===== config.mk =====
export PLATFORM = sky130hd
export DESIGN_NAME = vga_timing_gen
export DESIGN_NICKNAME = d
export VERILOG_FILES = /design/src/rtl/vga_pkg.sv /design/src/rtl/vga_delay_line.sv /design/src/rtl/vga_timing_gen.sv
export SDC_FILE = /design/constraint.sdc
export NUM_CORES = 1
export LEC_CHECK = 0
export ABC_CLOCK_PERIOD_IN_PS = 2400
export BUFFER_PORTS_ARGS = -buffer_cell sky130_fd_sc_hd__buf_2
export CAP_MARGIN = 10
export CORE_ASPECT_RATIO = 1.1
export CORE_MARGIN = 1.5
export CORE_UTILIZATION = 25
export CTS_CLUSTER_SIZE = 14
export DETAILED_ROUTE_END_ITERATION = 8
export PLACE_DENSITY = 0.49
export REMOVE_ABC_BUFFERS = 1
export SETUP_SLACK_MARGIN = 0.15
export SLEW_MARGIN = 20
export SYNTH_ARGS = -nofsm -noshare
export SYNTH_HDL_FRONTEND = slang
export SYNTH_SLANG_ARGS = --single-unit

===== constraint.sdc =====
create_clock -name vga_clk -period 2.4 [get_ports vga_clk]
set_input_delay 0.12 -clock vga_clk [delete_from_list [all_inputs] [get_ports vga_clk]]
set_output_delay 0.12 -clock vga_clk [all_outputs]
set_load 0.005 [all_outputs]

===== src/rtl/vga_pkg.sv =====
// Shared VGA timing definitions for the raster generator and the pixel sources.
// Defaults describe 640x480 @ 60 Hz with a 25 MHz pixel clock.
package vga_pkg;

    typedef struct packed {
        logic [15:0] active;
        logic [15:0] fp;
        logic [15:0] sync;
        logic [15:0] bp;
    } vga_timing_t;

    localparam int unsigned DefHActive = 640;
    localparam int unsigned DefHFp     = 16;
    localparam int unsigned DefHSync   = 96;
    localparam int unsigned DefHBp     = 48;
    localparam int unsigned DefVActive = 480;
    localparam int unsigned DefVFp     = 10;
    localparam int unsigned DefVSync   = 2;
    localparam int unsigned DefVBp     = 33;

    localparam logic SYNC_ACTIVE_LOW  = 1'b0;
    localparam logic SYNC_ACTIVE_HIGH = 1'b1;

    function automatic int unsigned timing_total(vga_timing_t t);
        return 32'(t.active) + 32'(t.fp) + 32'(t.sync) + 32'(t.bp);
    endfunction

endpackage


===== src/rtl/vga_delay_line.sv =====
// Enabled shift register with synchronous active-low reset to a fixed value.
// Depth 0 degenerates to a wire.
module vga_delay_line
    import vga_pkg::*;
#(
    parameter int unsigned      Depth    = 1,
    parameter int unsigned      Width    = 1,
    parameter logic [Width-1:0] ResetVal = '0
) (
    input  logic             clk_i,
    input  logic             rst_ni,
    input  logic             en_i,
    input  logic [Width-1:0] d_i,
    output logic [Width-1:0] q_o
);

    if (Depth == 0) begin : g_bypass
        assign q_o = d_i;
    end else begin : g_pipe
        logic [Width-1:0] stage_q [Depth];

        always_ff @(posedge clk_i) begin
            if (!rst_ni) begin
                for (int i = 0; i < int'(Depth); i++) begin
                    stage_q[i] <= ResetVal;
                end
            end else if (en_i) begin
                stage_q[0] <= d_i;
                for (int i = 1; i < int'(Depth); i++) begin
                    stage_q[i] <= stage_q[i-1];
                end
            end
        end

        assign q_o = stage_q[Depth-1];
    end

endmodule


===== src/rtl/vga_timing_gen.sv =====
// VGA raster timing: free-running pixel/line counters, undelayed position flags and
// sync/blank strobes delayed to line up with the registered RGB of the pixel source.
module vga_timing_gen
    import vga_pkg::*;
#(
    parameter int unsigned H_ACTIVE    = DefHActive,
    parameter int unsigned H_FP        = DefHFp,
    parameter int unsigned H_SYNC      = DefHSync,
    parameter int unsigned H_BP        = DefHBp,
    parameter int unsigned V_ACTIVE    = DefVActive,
    parameter int unsigned V_FP        = DefVFp,
    parameter int unsigned V_SYNC      = DefVSync,
    parameter int unsigned V_BP        = DefVBp,
    parameter logic        SYNC_ACTIVE = SYNC_ACTIVE_LOW,
    parameter int unsigned PIX_LATENCY = 1,
    parameter int unsigned COUNT_W     = 10
) (
    input  logic               vga_clk,
    input  logic               reset_n,
    input  logic               clk_en,
    output logic [COUNT_W-1:0] hcount,
    output logic [COUNT_W-1:0] vcount,
    output logic               active,
    output logic               line_start,
    output logic               frame_start,
    output logic               vga_hs,
    output logic               vga_vs,
    output logic               vga_blank_n,
    output logic               vga_sync_n
);

    localparam vga_timing_t HTiming = '{active: 16'(H_ACTIVE), fp: 16'(H_FP),
                                        sync: 16'(H_SYNC), bp: 16'(H_BP)};
    localparam vga_timing_t VTiming = '{active: 16'(V_ACTIVE), fp: 16'(V_FP),
                                        sync: 16'(V_SYNC), bp: 16'(V_BP)};
    localparam int unsigned H_TOTAL = timing_total(HTiming);
    localparam int unsigned V_TOTAL = timing_total(VTiming);

    localparam logic [COUNT_W-1:0] HLast   = COUNT_W'(H_TOTAL - 1);
    localparam logic [COUNT_W-1:0] VLast   = COUNT_W'(V_TOTAL - 1);
    localparam logic [COUNT_W-1:0] HActEnd = COUNT_W'(H_ACTIVE);
    localparam logic [COUNT_W-1:0] VActEnd = COUNT_W'(V_ACTIVE);
    localparam logic [COUNT_W-1:0] HsFirst = COUNT_W'(H_ACTIVE + H_FP);
    localparam logic [COUNT_W-1:0] HsLast  = COUNT_W'(H_ACTIVE + H_FP + H_SYNC - 1);
    localparam logic [COUNT_W-1:0] VsFirst = COUNT_W'(V_ACTIVE + V_FP);
    localparam logic [COUNT_W-1:0] VsLast  = COUNT_W'(V_ACTIVE + V_FP + V_SYNC - 1);

    if (((H_TOTAL - 1) >> COUNT_W) != 0 || ((V_TOTAL - 1) >> COUNT_W) != 0) begin : g_bad_width
        $error("vga_timing_gen: H_TOTAL/V_TOTAL do not fit in COUNT_W bits");
    end
    if (PIX_LATENCY > 4) begin : g_bad_latency
        $error("vga_timing_gen: PIX_LATENCY must be 0..4");
    end

    logic [COUNT_W-1:0] hcount_q, hcount_d;
    logic [COUNT_W-1:0] vcount_q, vcount_d;
    // Set by reset; the first enabled edge after release clears it without advancing, so
    // position 0/0 is presented for a full pixel before counting starts.
    logic               hold_q, hold_d;

    always_comb begin
        hcount_d = hcount_q;
        vcount_d = vcount_q;
        hold_d   = hold_q;
        if (clk_en) begin
            if (hold_q) begin
                hold_d = 1'b0;
            end else if (hcount_q == HLast) begin
                hcount_d = '0;
                vcount_d = (vcount_q == VLast) ? '0 : vcount_q + 1'b1;
            end else begin
                hcount_d = hcount_q + 1'b1;
            end
        end
    end

    always_ff @(posedge vga_clk) begin
        if (!reset_n) begin
            hcount_q <= '0;
            vcount_q <= '0;
            hold_q   <= 1'b1;
        end else begin
            hcount_q <= hcount_d;
            vcount_q <= vcount_d;
            hold_q   <= hold_d;
        end
    end

    logic run;
    logic hs_on;
    logic vs_on;

    assign run   = ~hold_q;
    assign hs_on = run && (hcount_q >= HsFirst) && (hcount_q <= HsLast);
    assign vs_on = run && (vcount_q >= VsFirst) && (vcount_q <= VsLast);

    assign hcount      = hcount_q;
    assign vcount      = vcount_q;
    assign active      = run && (hcount_q < HActEnd) && (vcount_q < VActEnd);
    assign line_start  = run && (hcount_q == '0);
    assign frame_start = line_start && (vcount_q == '0);

    logic [2:0] pipe_in;
    logic [2:0] pipe_out;

    assign pipe_in = {hs_on ? SYNC_ACTIVE : ~SYNC_ACTIVE,
                      vs_on ? SYNC_ACTIVE : ~SYNC_ACTIVE,
                      active};

    vga_delay_line #(
        .Depth   (PIX_LATENCY),
        .Width   (3),
        .ResetVal({~SYNC_ACTIVE, ~SYNC_ACTIVE, 1'b0})
    ) u_delay (
        .clk_i (vga_clk),
        .rst_ni(reset_n),
        .en_i  (clk_en),
        .d_i   (pipe_in),
        .q_o   (pipe_out)
    );

    assign vga_hs      = pipe_out[2];
    assign vga_vs      = pipe_out[1];
    assign vga_blank_n = pipe_out[0];
    assign vga_sync_n  = 1'b0;

endmodule


Yosys cells after proc, flatten, opt, wreduce, memory -nomap -nowiden

Memories as Yosys holds them, arrays and structs flattened.
Cells that the tools add are included.

Register bits: 21
Memory bits (writable): 3
Input bits: 3
Output and inout port bits: 27
Logic and storage cells: 38
Memories kept: 1

Memory list:

| memory                 | depth | bits a word | read ports | clocked after Yosys merged registers in | write ports | RTL line             | text |
|---|---|---|---|---|---|---|---|
| u_delay.g_pipe.stage_q | 1     | 3           | 1          | 0                                       | 1           | vga_delay_line.sv:20 | `logic [Width-1:0] stage_q [Depth];` |

Add/sub/neg operators: 2
Order comparisons: 6
Equality and inequality tests: 2
Multiplexer cells: 10
Bitwise logic cells: 1
Reductions and logical operators: 13

Operators by type and width:

| operator                                                        | count |
|---|---|
| adder 10 x 1 -> 10 bit, second input constant                   | 2 |
| equality test 10 bit, second input constant                     | 2 |
| zero test 10 bit                                                | 2 |
| 2-to-1 mux 10 bit                                               | 2 |
| >= comparator 10 bit, second input constant                     | 1 |
| >= comparator 10 x 9 -> 1 bit, second input constant            | 1 |
| less-or-equal comparator 10 bit, second input constant          | 1 |
| less-or-equal comparator 10 x 9 -> 1 bit, second input constant | 1 |
| < comparator 10 bit, second input constant                      | 1 |
| < comparator 10 x 9 -> 1 bit, second input constant             | 1 |
| logical AND 1 bit                                               | 8 |
| 2-to-1 mux 1 bit                                                | 7 |
| 2-to-1 mux 3 bit                                                | 1 |
| AND reduction 3 bit                                             | 1 |
| OR reduction 3 bit                                              | 1 |
| AND reduction 2 bit                                             | 1 |
| NOT 1 bit                                                       | 1 |

Longest topological paths before layout

Gate-level depths: netlist of the first run.

Depth after elaboration: 5
Mapped depth: 7
Depth with buffers taken out: 5

By module

Synthesis of the first run repeated with hierarchy kept, for this count alone.

Cell total of the unflattened synthesis: 148
Area, all modules: 1312.5 um2

Modules (own cells, without submodules):

| module         | instances | cells an instance | area an instance (um2) | sequential area each (um2) |
|---|---|---|---|---|
| vga_timing_gen | 1         | 141               | 1194.9                 | 420.4 |
| vga_delay_line | 1         | 7                 | 117.6                  | 90.1 |

Worst setup path before layout of the first run

No wires, ideal clock.

Path type: register to register
Start point: register hcount_q[5], in the netlist hcount[5]
End point: register vcount_q[6], in the netlist vcount[6]
Data arrival time: 2077 ps
Required time: 2329 ps
Path slack: 253 ps
Cell stages (with the launch flop): 6
Buffers on the path: 1
Clock period less this slack: 2147 ps
Cell sequence: dfxtp_1 > or4b_1 > or4_4 > buf_6 > or4_1 > a21oi_1

Longest elaborated chain between the ends: 2

RTL lines:

| what                          | RTL line             | text |
|---|---|---|
| start: declaration            | vga_timing_gen.sv:55 | `logic [COUNT_W-1:0] hcount_q, hcount_d;` |
| start signal: assignment      | vga_timing_gen.sv:83 | `hcount_q <= hcount_d;` |
| equality test 10 bit          | vga_timing_gen.sv:68 | `end else if (hcount_q == HLast) begin` |
| AND reduction 3 bit (no line) | n/a                  |  |
| end signal: assignment        | vga_timing_gen.sv:84 | `vcount_q <= vcount_d;` |
| end: declaration              | vga_timing_gen.sv:56 | `logic [COUNT_W-1:0] vcount_q, vcount_d;` |

Every way passes these cells.
A chain may end at the register's enable or synchronous reset.

Worst setup path after layout of the first run

Start point: register hcount_q[5], in the netlist hcount[5]
End point: register vcount_q[3], in the netlist vcount[3]

Same word-level chain as after synthesis.

==> metrics.txt, run 1 <==
# TYPE chip_impl_metric gauge
chip_impl_metric{name="htree_levels",unit=""} 1
chip_impl_info{name="ctsRootBufferMaster",value="sky130_fd_sc_hd__clkbuf_8"} 1
chip_impl_info{name="critical_path_class",value="reg -> reg"} 1
chip_impl_metric{name="num_io_pins",unit=""} 30
chip_impl_metric{name="gpl.final_weighted_congestion",unit=""} 0.7795
chip_impl_metric{name="timing.final.hold_violations",unit=""} 0
chip_impl_metric{name="flow.area_growth_from_synthesis",unit="%"} 25.64
chip_impl_info{name="hold_class",value="in -> reg"} 1
chip_impl_metric{name="routed-via-count",unit=""} 1276
chip_impl_metric{name="viasPerCell",unit=""} 5.187
chip_impl_info{name="run_status",value="complete, no violations"} 1
chip_impl_metric{name="worst-r2r-setup-slack",unit="ns"} 0.21
chip_impl_metric{name="layout_min_cycle_time",unit="ns"} 2.189
chip_impl_metric{name="worst_ep_required_time",unit="ns"} 2.57
chip_impl_metric{name="slew_violations",unit=""} 0
chip_impl_metric{name="portBuffers",unit=""} 28
chip_impl_metric{name="floorplan.initialDensity",unit="%"} 25.65
chip_impl_metric{name="critPathMaxFanout",unit=""} 10
chip_impl_info{name="critical-path-top-delay-family",value="simple AND/OR/NAND/NOR gates"} 1
chip_impl_metric{name="die_area",unit="mm²"} 0.005532
chip_impl_metric{name="synth_area_in_compound_gates",unit="%"} 12.18
chip_impl_metric{name="wp_depth",unit=""} 4
chip_impl_info{name="cts_tree",value="done"} 1
chip_impl_metric{name="groute.usage.overall",unit="%"} 11.58
chip_impl_metric{name="max-cap-violations",unit=""} 0
chip_impl_info{name="crit-reg2reg-launch",value="hcount[5]$_SDFFE_PN0P_"} 1
chip_impl_metric{name="tritoncts_num_sinks",unit=""} 24
chip_impl_metric{name="warnings_from_yosys",unit=""} 0
chip_impl_metric{name="firstDrtPassIters",unit=""} 4
chip_impl_metric{name="power-per-cell-area",unit="mW/mm²"} 442.9
chip_impl_metric{name="number_of_standard_cells_after_synthesis",unit=""} 150
chip_impl_info{name="combinational_family_with_the_most_area_after_synthesis",value="simple AND/OR/NAND/NOR gates"} 1
chip_impl_metric{name="grt_pass1_vias",unit=""} 1104
chip_impl_metric{name="antenna_found_initial",unit=""} 0
chip_impl_metric{name="global_route.overflow_total",unit=""} 0
chip_impl_metric{name="row_count",unit=""} 27
chip_impl_metric{name="setup_total_negative_slack",unit="ns"} 0
chip_impl_metric{name="dieWidth",unit="µm"} 71.06
chip_impl_metric{name="timing.critical_path.buf_inv",unit=""} 0
chip_impl_metric{name="antennaDiodeCount",unit=""} 0
chip_impl_metric{name="number_of_nets_at_the_end_of_the_flow",unit=""} 197
chip_impl_metric{name="count_of_final_setup_violators",unit=""} 0
chip_impl_metric{name="dp.final_hpwl",unit="mm"} 2.371
chip_impl_metric{name="core_region_area",unit="mm²"} 0.004966
chip_impl_metric{name="fin_util",unit="%"} 32.22
chip_impl_metric{name="p_total",unit="µW"} 708.7
chip_impl_metric{name="synth.yosys.seq_area_share",unit="%"} 40.08
chip_impl_metric{name="hold_path_depth",unit=""} 2
chip_impl_metric{name="synth-adder-area-share",unit="%"} 4.912
chip_impl_metric{name="vdd_drop_max",unit="V"} 0.0002120
chip_impl_metric{name="synth_simple_gate_area_share",unit="%"} 33.30
chip_impl_metric{name="crit_path_max_incr_delay",unit="ns"} 0.77
chip_impl_metric{name="pin_count_of_the_biggest_net_entering_global_routing",unit=""} 21
chip_impl_metric{name="worst_skew_pair.late_latency",unit="ns"} 0.27
chip_impl_info{name="ys_top_cells_by_area",value="sky130_fd_sc_hd__dfxtp_1, sky130_fd_sc_hd__edfxtp_1, sky130_fd_sc_hd__a21oi_1"} 1
chip_impl_info{name="critical_path.slowest_cell",value="sky130_fd_sc_hd__or4_2"} 1
chip_impl_metric{name="timing.critical_path.arrival",unit="ns"} 2.36
chip_impl_metric{name="max_clock_skew",unit="ns"} 0.006922
chip_impl_metric{name="cellLeakagePower",unit="nW"} 0.6348
chip_impl_metric{name="yosys.area_share.xor_xnor",unit="%"} 4.813
chip_impl_info{name="timing.critical_path.from",value="hcount[5]$_SDFFE_PN0P_"} 1
chip_impl_info{name="crit_chain",value="or4b_4, or4_2, a211o_1, and3_1"} 1
chip_impl_metric{name="synthDistinctLibCells",unit=""} 35
chip_impl_metric{name="totalWireLength",unit="mm"} 3.408
chip_impl_metric{name="grt_first_pass_wirelength",unit="mm"} 5.175
chip_impl_metric{name="clkSlewWorstSetupHoldPaths",unit="ns"} 0.09
chip_impl_metric{name="die_height",unit="µm"} 77.86
chip_impl_metric{name="post_cts_hold_buffer_count",unit=""} 0
chip_impl_info{name="worst_setup_path_end_kind",value="flop"} 1
chip_impl_metric{name="rr_worst_depth",unit=""} 4
chip_impl_metric{name="synthesis.area_per_instance",unit="µm²"} 8.491
chip_impl_metric{name="cts-buffers-inserted",unit=""} 3
chip_impl_info{name="startpoint_type",value="flop"} 1
chip_impl_metric{name="timing.fmax",unit="GHz"} 0.4568
chip_impl_metric{name="routed_length_per_instance",unit="µm"} 13.85
chip_impl_info{name="timing.rr.end",value="vcount[3]$_SDFFE_PN0P_"} 1
chip_impl_info{name="rsz_0062_raised_after_global_routing",value="yes"} 1
chip_impl_metric{name="route.detailed.drc",unit=""} 0
chip_impl_metric{name="layout.filler_cells",unit=""} 520
chip_impl_metric{name="detail-route-antenna-nets",unit=""} 0
chip_impl_info{name="synth_top_cell_by_area",value="sky130_fd_sc_hd__dfxtp_1"} 1
chip_impl_metric{name="layout-drive-gt1-share",unit="%"} 26.06
chip_impl_metric{name="yosys-mux-area-fraction",unit="%"} 0
chip_impl_metric{name="synth_area",unit="mm²"} 0.001274
chip_impl_info{name="critical_path.endpoint",value="vcount[3]$_SDFFE_PN0P_"} 1
chip_impl_metric{name="synthDominantCellAreaShare",unit="%"} 33.01
chip_impl_metric{name="synth_seq_cells",unit=""} 24
chip_impl_metric{name="clk_path_buf_depth",unit=""} 2
chip_impl_metric{name="drt-initial-drc-count",unit=""} 86
chip_impl_metric{name="final.period_utilization",unit="%"} 91.21
-- worst reg2reg max path, stage by stage, from the launching register on --
cell	delay (ns)
sky130_fd_sc_hd__dfxtp_2	0.33
sky130_fd_sc_hd__or4b_4	0.55
sky130_fd_sc_hd__or4_2	0.77
sky130_fd_sc_hd__a211o_1	0.28
sky130_fd_sc_hd__and3_1	0.17
-- flip-flops by register name, summed over array words and instances (netlist names) --
register and flops:
hcount 10, vcount 10, u_delay.g_pipe.stage_q 3, hold_q 1
-- cell usage after synthesis --
cell	number
sky130_fd_sc_hd__and2_1	2
sky130_fd_sc_hd__or3_1	5
sky130_fd_sc_hd__clkbuf_1	2
sky130_fd_sc_hd__nand3b_1	1
sky130_fd_sc_hd__and3b_1	1
sky130_fd_sc_hd__xnor2_1	3
sky130_fd_sc_hd__nand3_1	8
sky130_fd_sc_hd__o31ai_1	5
sky130_fd_sc_hd__o21ai_1	1
sky130_fd_sc_hd__or4_1	5
sky130_fd_sc_hd__or4b_2	2
sky130_fd_sc_hd__nor2b_1	2
sky130_fd_sc_hd__nor2_1	12
sky130_fd_sc_hd__conb_1	1
sky130_fd_sc_hd__o21ai_0	6
sky130_fd_sc_hd__buf_6	1
sky130_fd_sc_hd__buf_4	1
sky130_fd_sc_hd__nor3_1	4
sky130_fd_sc_hd__nand4b_1	2
sky130_fd_sc_hd__ha_1	5
sky130_fd_sc_hd__nand4_1	5
sky130_fd_sc_hd__or4_4	1
sky130_fd_sc_hd__o2111ai_1	1
sky130_fd_sc_hd__and3_1	5
sky130_fd_sc_hd__nor4_1	5
sky130_fd_sc_hd__dfxtp_1	21
sky130_fd_sc_hd__nand2b_1	1
sky130_fd_sc_hd__or4b_1	1
sky130_fd_sc_hd__xor2_1	4
sky130_fd_sc_hd__and4_1	1
sky130_fd_sc_hd__edfxtp_1	3
sky130_fd_sc_hd__a21oi_1	13
sky130_fd_sc_hd__nand2_1	11
sky130_fd_sc_hd__inv_1	8
sky130_fd_sc_hd__a211o_1	1
-- cell families after synthesis --
logic type	Yosys count
AO/OA/AOI/OAI	27
flip-flops	24
other	1
buffers and inverters	12
AND/OR/NAND/NOR	74
XOR/XNOR	7
adder cells (fa/ha/maj)	5
-- worst min-delay path by stage --
| stage | from | to | slack [ns] |
|---|---|---|---|
| final | clk_en | hold_q$_SDFFE_PN1P_ | 0.09 |
| after global routing | clk_en | hold_q$_SDFFE_PN1P_ | 0.08 |
| after CTS | clk_en | hold_q$_SDFFE_PN1P_ | 0.08 |
| after detailed placement | clk_en | hold_q$_SDFFE_PN1P_ | 0.37 |
| after global placement | clk_en | hold_q$_SDFFE_PN1P_ | 0.36 |
| after floorplan | reset_n | hold_q$_SDFFE_PN1P_ | 0.20 |
-- stage by stage --
stage / cell area (µm²) / instances / hold WS, ns / setup slack (ns)
after floorplan: 1247 / 146 / 0.1962 / 0.2780
after CTS: 1550 / 242 / 0.08208 / 0.1834
after global placement: 1505 / 238 / 0.3645 / 0.2513
after detailed placement: 1505 / 238 / 0.3729 / 0.2044
final: 1600 / 246 / 0.08632 / 0.2109
after global routing: 1600 / 246 / 0.08431 / 0.1261
-- placed cells by master, fill, tap and decap left out, types with 2 or more instances in the layout --
cell type / netlist / routed
sky130_fd_sc_hd__buf_2: 0 / 28
sky130_fd_sc_hd__dfxtp_1: 21 / 19
sky130_fd_sc_hd__a21oi_1: 13 / 13
sky130_fd_sc_hd__nor2_1: 12 / 12
sky130_fd_sc_hd__nand2_1: 11 / 10
sky130_fd_sc_hd__inv_1: 8 / 8
sky130_fd_sc_hd__nand3_1: 8 / 8
sky130_fd_sc_hd__buf_4: 1 / 8
sky130_fd_sc_hd__o21ai_0: 6 / 6
sky130_fd_sc_hd__nor4_1: 5 / 5
sky130_fd_sc_hd__and3_1: 5 / 5
sky130_fd_sc_hd__or3_1: 5 / 5
sky130_fd_sc_hd__nand4_1: 5 / 5
sky130_fd_sc_hd__o31ai_1: 5 / 5
sky130_fd_sc_hd__or4_1: 5 / 5
sky130_fd_sc_hd__ha_1: 5 / 5
sky130_fd_sc_hd__nor3_1: 4 / 4
sky130_fd_sc_hd__xor2_1: 4 / 4
sky130_fd_sc_hd__xnor2_1: 3 / 3
sky130_fd_sc_hd__clkbuf_8: 0 / 3
sky130_fd_sc_hd__edfxtp_1: 3 / 3
sky130_fd_sc_hd__nor2b_1: 2 / 2
sky130_fd_sc_hd__or4b_2: 2 / 2
sky130_fd_sc_hd__and2_1: 2 / 2
sky130_fd_sc_hd__nand4b_1: 2 / 2
-- power by group --
group          internal, mW  switching (mW)
clock                 0.119           0.133
sequential            0.410         0.00463
combinational        0.0200          0.0221
-- routing by layer --
| layer | up-vias | part of all wire, % | GRT usage (%) |
|---|---|---|---|
| met5 | - | 0 | 0 |
| met2 | 37 | 46 | 19.44 |
| met1 | 609 | 49 | 15.56 |
| met3 | 2 | 4.6 | 3.247 |
| met4 | 0 | 0.35 | 0.5660 |
| li1 | 628 | - | - |
-- final cells by class --
cell class	count	area [µm²]	area share, %
Timing Repair Buffer	37	211.5	13.21
Tap cell	58	72.57	4.535
Sequential cell	24	515.5	32.21
Multi-Input combinational cell	115	725.7	45.35
Clock buffer	4	45.04	2.815
Inverter	8	30.03	1.876
-- repair_timing --
item,4_1_cts,5_1_grt
gates resized for setup,0,9
setup endpoints to repair,0,5
buffers inserted,0,3
(Power assumes the default switching activity.)
==> run 2: changes to the inputs <==
CORE_ASPECT_RATIO = 1.4   (was 1.1)
==> run 2 against run 1 <==
Net effect:
- highest routed layer unchanged
- sequential cell count is the same
- die area grew 0.10%
- non-clock buffer count shrank 1
- via count shrank 2.0%
- worst hold slack lost 0.0028 ns
- final area grew 0.94%
- total power grew 0.23%
- combinational power is essentially flat
- utilization grew 0.88 points
- largest cell class unchanged
- routed wire length shrank 2.2%
- sequential share of layout area shrank 0.30 points
==> metrics.txt, run 2 (synthesis gave the netlist of run 1 again) <==
# TYPE chip_impl_metric gauge
chip_impl_metric{name="layout.filler_cells",unit=""} 545
chip_impl_metric{name="max_clock_skew",unit="ns"} 0.003524
chip_impl_info{name="cts_tree",value="done"} 1
chip_impl_metric{name="antenna_found_initial",unit=""} 0
chip_impl_metric{name="htree_levels",unit=""} 1
chip_impl_metric{name="fin_util",unit="%"} 33.10
chip_impl_metric{name="final.period_utilization",unit="%"} 91.92
chip_impl_info{name="crit-reg2reg-launch",value="hcount[6]$_SDFFE_PN0P_"} 1
chip_impl_info{name="rsz_0062_raised_after_global_routing",value="no"} 1
chip_impl_metric{name="vdd_drop_max",unit="V"} 0.0002252
chip_impl_metric{name="clock_power_share",unit="%"} 35.7
chip_impl_metric{name="p_sw_share",unit="%"} 22.74
chip_impl_metric{name="layout-drive-gt1-share",unit="%"} 26.20
chip_impl_metric{name="pre_cts_slack",unit="ns"} 0.2216
chip_impl_metric{name="drt-initial-drc-count",unit=""} 101
chip_impl_metric{name="rr_worst_depth",unit=""} 4
chip_impl_info{name="run_status",value="complete, no violations"} 1
chip_impl_metric{name="hold_path_depth",unit=""} 2
chip_impl_metric{name="timing.fmax",unit="GHz"} 0.4533
chip_impl_metric{name="cts-buffers-inserted",unit=""} 3
chip_impl_metric{name="totalWireLength",unit="mm"} 3.332
chip_impl_metric{name="pwr-share-comb",unit="%"} 5.9
chip_impl_metric{name="setup_ws",unit="ns"} 0.1940
chip_impl_metric{name="die_height",unit="µm"} 87.46
chip_impl_metric{name="setup_total_negative_slack",unit="ns"} 0
chip_impl_metric{name="groute.usage.overall",unit="%"} 12.26
chip_impl_metric{name="count_of_final_setup_violators",unit=""} 0
chip_impl_metric{name="max-cap-violations",unit=""} 0
chip_impl_metric{name="portBuffers",unit=""} 28
chip_impl_metric{name="row_count",unit=""} 30
chip_impl_metric{name="detail-route-antenna-nets",unit=""} 0
chip_impl_metric{name="slew_violations",unit=""} 0
chip_impl_metric{name="post_cts_hold_buffer_count",unit=""} 0
chip_impl_metric{name="total_switching_power",unit="µW"} 161.5
chip_impl_metric{name="timing.final.hold_violations",unit=""} 0
chip_impl_metric{name="dieWidth",unit="µm"} 63.33
chip_impl_info{name="critical_path_class",value="reg -> reg"} 1
chip_impl_metric{name="clk_path_buf_depth",unit=""} 2
chip_impl_metric{name="viasPerCell",unit=""} 4.984
chip_impl_info{name="worst_setup_path_end_kind",value="flop"} 1
chip_impl_metric{name="cellInternalPower",unit="µW"} 548.9
chip_impl_info{name="mostFrequentLayoutCell",value="sky130_fd_sc_hd__buf_2"} 1
chip_impl_metric{name="route.detailed.drc",unit=""} 0
chip_impl_metric{name="gpl.final_weighted_congestion",unit=""} 0.7527
chip_impl_metric{name="dp.final_hpwl",unit="mm"} 2.328
chip_impl_metric{name="layout_min_cycle_time",unit="ns"} 2.206
chip_impl_metric{name="routed_length_per_instance",unit="µm"} 13.27
chip_impl_metric{name="worst_ep_required_time",unit="ns"} 2.61
chip_impl_info{name="layout_common_cells",value="sky130_fd_sc_hd__buf_2, sky130_fd_sc_hd__dfxtp_1, sky130_fd_sc_hd__nor2_1, sky130_fd_sc_hd__a21oi_1, sky130_fd_sc_hd__nand2_1"} 1
chip_impl_metric{name="final_area",unit="mm²"} 0.001615
chip_impl_metric{name="placed_area",unit="mm²"} 0.001505
chip_impl_metric{name="num_io_pins",unit=""} 30
chip_impl_metric{name="floorplan.initialDensity",unit="%"} 26.10
chip_impl_metric{name="grt_pass1_vias",unit=""} 1121
chip_impl_metric{name="antennaDiodeCount",unit=""} 0
chip_impl_info{name="ctsRootBufferMaster",value="sky130_fd_sc_hd__clkbuf_8"} 1
chip_impl_metric{name="tritoncts_num_sinks",unit=""} 24
chip_impl_info{name="timing.critical_path.from",value="hcount[6]$_SDFFE_PN0P_"} 1
chip_impl_metric{name="number_of_nets_at_the_end_of_the_flow",unit=""} 196
chip_impl_metric{name="grt_first_pass_wirelength",unit="mm"} 5.457
chip_impl_metric{name="power-per-cell-area",unit="mW/mm²"} 439.8
chip_impl_metric{name="timing.critical_path.arrival",unit="ns"} 2.42
chip_impl_metric{name="flow.area_growth_from_synthesis",unit="%"} 26.82
chip_impl_metric{name="firstDrtPassIters",unit=""} 4
chip_impl_metric{name="worst_skew_pair.late_latency",unit="ns"} 0.27
chip_impl_info{name="startpoint_type",value="flop"} 1
chip_impl_metric{name="routed-via-count",unit=""} 1251
chip_impl_metric{name="global_route.overflow_total",unit=""} 0
chip_impl_metric{name="pin_count_of_the_biggest_net_entering_global_routing",unit=""} 21
chip_impl_metric{name="die_area",unit="mm²"} 0.005538
chip_impl_metric{name="clkSlewWorstSetupHoldPaths",unit="ns"} 0.09
chip_impl_metric{name="power.sequential.fraction",unit="%"} 58.4
chip_impl_metric{name="cellLeakagePower",unit="nW"} 0.6330
chip_impl_info{name="hold_class",value="in -> reg"} 1
chip_impl_info{name="min_from",value="clk_en"} 1
chip_impl_metric{name="p_total",unit="µW"} 710.4
chip_impl_metric{name="critPathMaxFanout",unit=""} 8
chip_impl_metric{name="core_region_area",unit="mm²"} 0.004880
-- run 2: routing by layer --
layer,vias up,GRT usage [%],part of all wire [%]
li1,631,-,-
met1,585,15.96,49
met2,31,19.81,45
met3,4,2.070,4.4
met4,0,5.534,1.3
met5,-,0,0
-- run 2: worst max-delay path, stage by stage, from the launching register on --
cell and delay (ns):
sky130_fd_sc_hd__dfxtp_4 0.37, sky130_fd_sc_hd__or4b_4 0.54, sky130_fd_sc_hd__or4_4 0.59, sky130_fd_sc_hd__or4_4 0.53, sky130_fd_sc_hd__a21oi_2 0.12
-- run 2: final timing paths --
check             slack [ns]                endpoint
setup reg to reg        0.19  vcount[9]$_SDFFE_PN0P_
hold / removal          0.08     hold_q$_SDFFE_PN1P_
hold reg to reg         0.52  vcount[8]$_SDFFE_PN0P_
setup / recovery        0.19  vcount[9]$_SDFFE_PN0P_
-- run 2: layout make-up --
class	instances	area (µm²)	area share [%]
Sequential cell	24	515.5	31.91
Clock buffer	4	45.04	2.789
Timing Repair Buffer	36	200.2	12.39
Tap cell	64	80.08	4.957
Inverter	8	30.03	1.859
Multi-Input combinational cell	115	744.5	46.09
-- run 2: power by group through the flow --
stage / registers (mW) / logic [mW] / clock network, mW
6_report: 0.415 / 0.0418 / 0.253
5_1_grt: 0.416 / 0.0469 / 0.274
4_1_cts: 0.416 / 0.0407 / 0.259
3_5_place_dp: 0.425 / 0.0397 / 0
3_3_place_gp: 0.425 / 0.0402 / 0
2_1_floorplan: 0.425 / 0.0191 / 0
-- run 2: repair_timing --
| action | CTS | global route |
|---|---|---|
| setup endpoints to repair | 1 | 6 |
| gates cloned | 0 | 1 |
| resized for setup | 1 | 8 |
| endpoints found under the hold margin | 0 | 0 |
| pin swaps | 0 | 7 |
| buffers inserted | 0 | 3 |
-- run 2: stage by stage --
step	hold slack (ns)	std cells
after floorplan	0.1962	146
after global placement	0.3652	243
after detailed placement	0.3766	243
after CTS	0.08624	247
after global routing	0.09223	251
final	0.08347	251
==> run 3: changes to the inputs <==
MAX_ROUTING_LAYER = met4   (was default)
SETUP_SLACK_MARGIN = 0.4   (was 0.15)
SKIP_LAST_GASP = 1   (was default)
==> run 3 against run 2 <==
Net effect:
- first-iteration DRC count grew 16%
- final area grew 2.9%
- critical path depth unchanged
- via count up 0.16%
- non-clock buffer count up 1
- sequential share of layout area fell by 0.61 points
- critical endpoint is now vcount[8]$_SDFFE_PN0P_
- largest power group unchanged
==> metrics.txt, run 3 (synthesis gave the netlist of run 1 again) <==
# TYPE chip_impl_metric gauge
chip_impl_info{name="run_status",value="complete, no violations"} 1
chip_impl_metric{name="floorplan.initialDensity",unit="%"} 26.10
chip_impl_info{name="critical-path-top-delay-family",value="simple AND/OR/NAND/NOR gates"} 1
chip_impl_info{name="route.top_layer_used",value="met4"} 1
chip_impl_metric{name="count_of_final_setup_violators",unit=""} 0
chip_impl_metric{name="timing.critical_path.buf_inv",unit=""} 0
chip_impl_info{name="startpoint_type",value="flop"} 1
chip_impl_metric{name="flow.area_growth_from_synthesis",unit="%"} 30.55
chip_impl_metric{name="max-cap-violations",unit=""} 0
chip_impl_info{name="hold_class",value="in -> reg"} 1
chip_impl_info{name="cts_tree",value="done"} 1
chip_impl_metric{name="routed-via-count",unit=""} 1253
chip_impl_metric{name="dieWidth",unit="µm"} 63.33
chip_impl_metric{name="routed_length_per_instance",unit="µm"} 13.32
chip_impl_metric{name="setup_total_negative_slack",unit="ns"} 0
chip_impl_metric{name="timing.fmax",unit="GHz"} 0.4735
chip_impl_metric{name="viasPerCell",unit=""} 4.972
chip_impl_metric{name="route.detailed.drc",unit=""} 0
chip_impl_info{name="mostFrequentLayoutCell",value="sky130_fd_sc_hd__buf_2"} 1
chip_impl_info{name="worst_setup_path_end_kind",value="flop"} 1
chip_impl_metric{name="clkSlewWorstSetupHoldPaths",unit="ns"} 0.08
chip_impl_metric{name="sequential_cell_area",unit="µm²"} 520.5
chip_impl_metric{name="die_area",unit="mm²"} 0.005538
chip_impl_metric{name="final.period_utilization",unit="%"} 88.00
chip_impl_metric{name="layout-drive-gt1-share",unit="%"} 29.26
chip_impl_metric{name="grt_first_pass_wirelength",unit="mm"} 5.796
chip_impl_metric{name="max_clock_skew",unit="ns"} 0.002697
chip_impl_metric{name="placed_area",unit="mm²"} 0.001505
chip_impl_info{name="critical_path.slowest_cell",value="sky130_fd_sc_hd__or4_4"} 1
chip_impl_metric{name="detail-route-antenna-nets",unit=""} 0
chip_impl_metric{name="combined_area_of_the_multi_input_logic_cells",unit="µm²"} 764.5
chip_impl_metric{name="die_height",unit="µm"} 87.46
chip_impl_metric{name="htree_levels",unit=""} 1
chip_impl_metric{name="vdd_drop_max",unit="V"} 0.0002245
chip_impl_metric{name="number_of_nets_at_the_end_of_the_flow",unit=""} 197
chip_impl_metric{name="slew_violations",unit=""} 0
chip_impl_metric{name="final_area",unit="mm²"} 0.001663
chip_impl_metric{name="gpl.final_weighted_congestion",unit=""} 0.7624
chip_impl_metric{name="global_route.overflow_total",unit=""} 0
chip_impl_metric{name="layout_min_cycle_time",unit="ns"} 2.112
chip_impl_metric{name="pin_count_of_the_biggest_net_entering_global_routing",unit=""} 14
chip_impl_metric{name="groute.usage.overall",unit="%"} 13.45
chip_impl_metric{name="core_region_area",unit="mm²"} 0.004880
chip_impl_metric{name="crit_path_max_incr_delay",unit="ns"} 0.59
chip_impl_metric{name="timing.final.hold_violations",unit=""} 0
chip_impl_metric{name="totalWireLength",unit="mm"} 3.357
chip_impl_metric{name="num_io_pins",unit=""} 30
chip_impl_metric{name="firstDrtPassIters",unit=""} 4
chip_impl_metric{name="cts-buffers-inserted",unit=""} 3
chip_impl_metric{name="portBuffers",unit=""} 28
chip_impl_metric{name="critPathMaxFanout",unit=""} 8
chip_impl_metric{name="met2_wirelength",unit="mm"} 1.519
chip_impl_metric{name="antenna_found_initial",unit=""} 0
chip_impl_info{name="critical_path_class",value="reg -> reg"} 1
chip_impl_info{name="crit_chain",value="or4b_4, or4_4, or4_1, a21oi_1"} 1
chip_impl_metric{name="worst_skew_pair.late_latency",unit="ns"} 0.27
chip_impl_metric{name="post_cts_hold_buffer_count",unit=""} 0
chip_impl_metric{name="routedLengthMet1",unit="mm"} 1.637
chip_impl_metric{name="met3WireLength",unit="µm"} 140
chip_impl_info{name="layout_common_cells",value="sky130_fd_sc_hd__buf_2, sky130_fd_sc_hd__dfxtp_1, sky130_fd_sc_hd__nor2_1"} 1
chip_impl_metric{name="layout.filler_cells",unit=""} 540
chip_impl_metric{name="grt_pass1_vias",unit=""} 1199
chip_impl_metric{name="clk_path_buf_depth",unit=""} 2
chip_impl_info{name="ctsRootBufferMaster",value="sky130_fd_sc_hd__clkbuf_8"} 1
chip_impl_metric{name="drt-initial-drc-count",unit=""} 117
chip_impl_metric{name="power-per-cell-area",unit="mW/mm²"} 426.9
chip_impl_metric{name="timing.critical_path.arrival",unit="ns"} 2.32
chip_impl_metric{name="row_count",unit=""} 30
chip_impl_metric{name="dp.final_hpwl",unit="mm"} 2.328
chip_impl_metric{name="cellLeakagePower",unit="nW"} 0.6487
chip_impl_metric{name="tritoncts_num_sinks",unit=""} 24
chip_impl_metric{name="worst_ep_required_time",unit="ns"} 2.61
chip_impl_info{name="rsz_0062_raised_after_global_routing",value="yes"} 1
chip_impl_metric{name="antennaDiodeCount",unit=""} 0
## run 3: worst reg2reg max path, cell delays in order (launching register included)
cell	delay [ns]
sky130_fd_sc_hd__dfxtp_2	0.33
sky130_fd_sc_hd__or4b_4	0.53
sky130_fd_sc_hd__or4_4	0.59
sky130_fd_sc_hd__or4_1	0.48
sky130_fd_sc_hd__a21oi_1	0.12
## run 3: where the power goes
group	total, mW	internal, mW	switching (mW)
clock	0.250	0.119	0.131
sequential	0.414	0.409	0.00496
combinational	0.0455	0.0225	0.0230
total	0.710	0.550	0.159
## run 3: metrics by stage
step                      setup WS (ns)  util (%)  cells  total power [mW]  hold slack, ns
final                            0.2880     34.08    252            0.7098         0.08435
after global routing             0.2444     34.08    252            0.7395         0.09224
after CTS                        0.3206     33.74    252            0.7200         0.08624
after detailed placement         0.2216     30.85    243            0.4649          0.3766
after global placement           0.2487     30.85    243            0.4653          0.3652
after floorplan                  0.2780         -    146            0.4444          0.1962
## run 3: path summary, 6_finish.rpt
path | to | startpoint | cells past startpoint | slack [ns]
hold / removal | hold_q$_SDFFE_PN1P_ | clk_en | 2 | 0.08
setup reg to reg | vcount[8]$_SDFFE_PN0P_ | hcount[5]$_SDFFE_PN0P_ | 4 | 0.29
hold reg to reg | vcount[8]$_SDFFE_PN0P_ | vcount[8]$_SDFFE_PN0P_ | 2 | 0.53
setup / recovery | vcount[8]$_SDFFE_PN0P_ | hcount[5]$_SDFFE_PN0P_ | 4 | 0.29
## run 3: final cells by class
| type | count | share of cell area, % |
|---|---|---|
| multi-input combinational | 115 | 45.97 |
| inverter | 8 | 1.806 |
| sequential | 24 | 31.30 |
| tap | 64 | 4.816 |
| timing repair buffer | 37 | 13.39 |
| clock buffer | 4 | 2.709 |
## run 3: routing by layer
layer  vias to the layer above  global-route usage, %
met4                         0                  5.929
met3                         6                  2.070
met5                         -                      -
met2                        36                  21.15
met1                       577                  17.06
li1                        634                      -
## run 3: repair_timing
action / 4_1_cts / 5_1_grt
gates cloned: 1 / 0
gates resized for setup: 15 / 6
setup buffers: 4 / 0
setup endpoints to repair: 9 / 17
pin swaps: 18 / 1
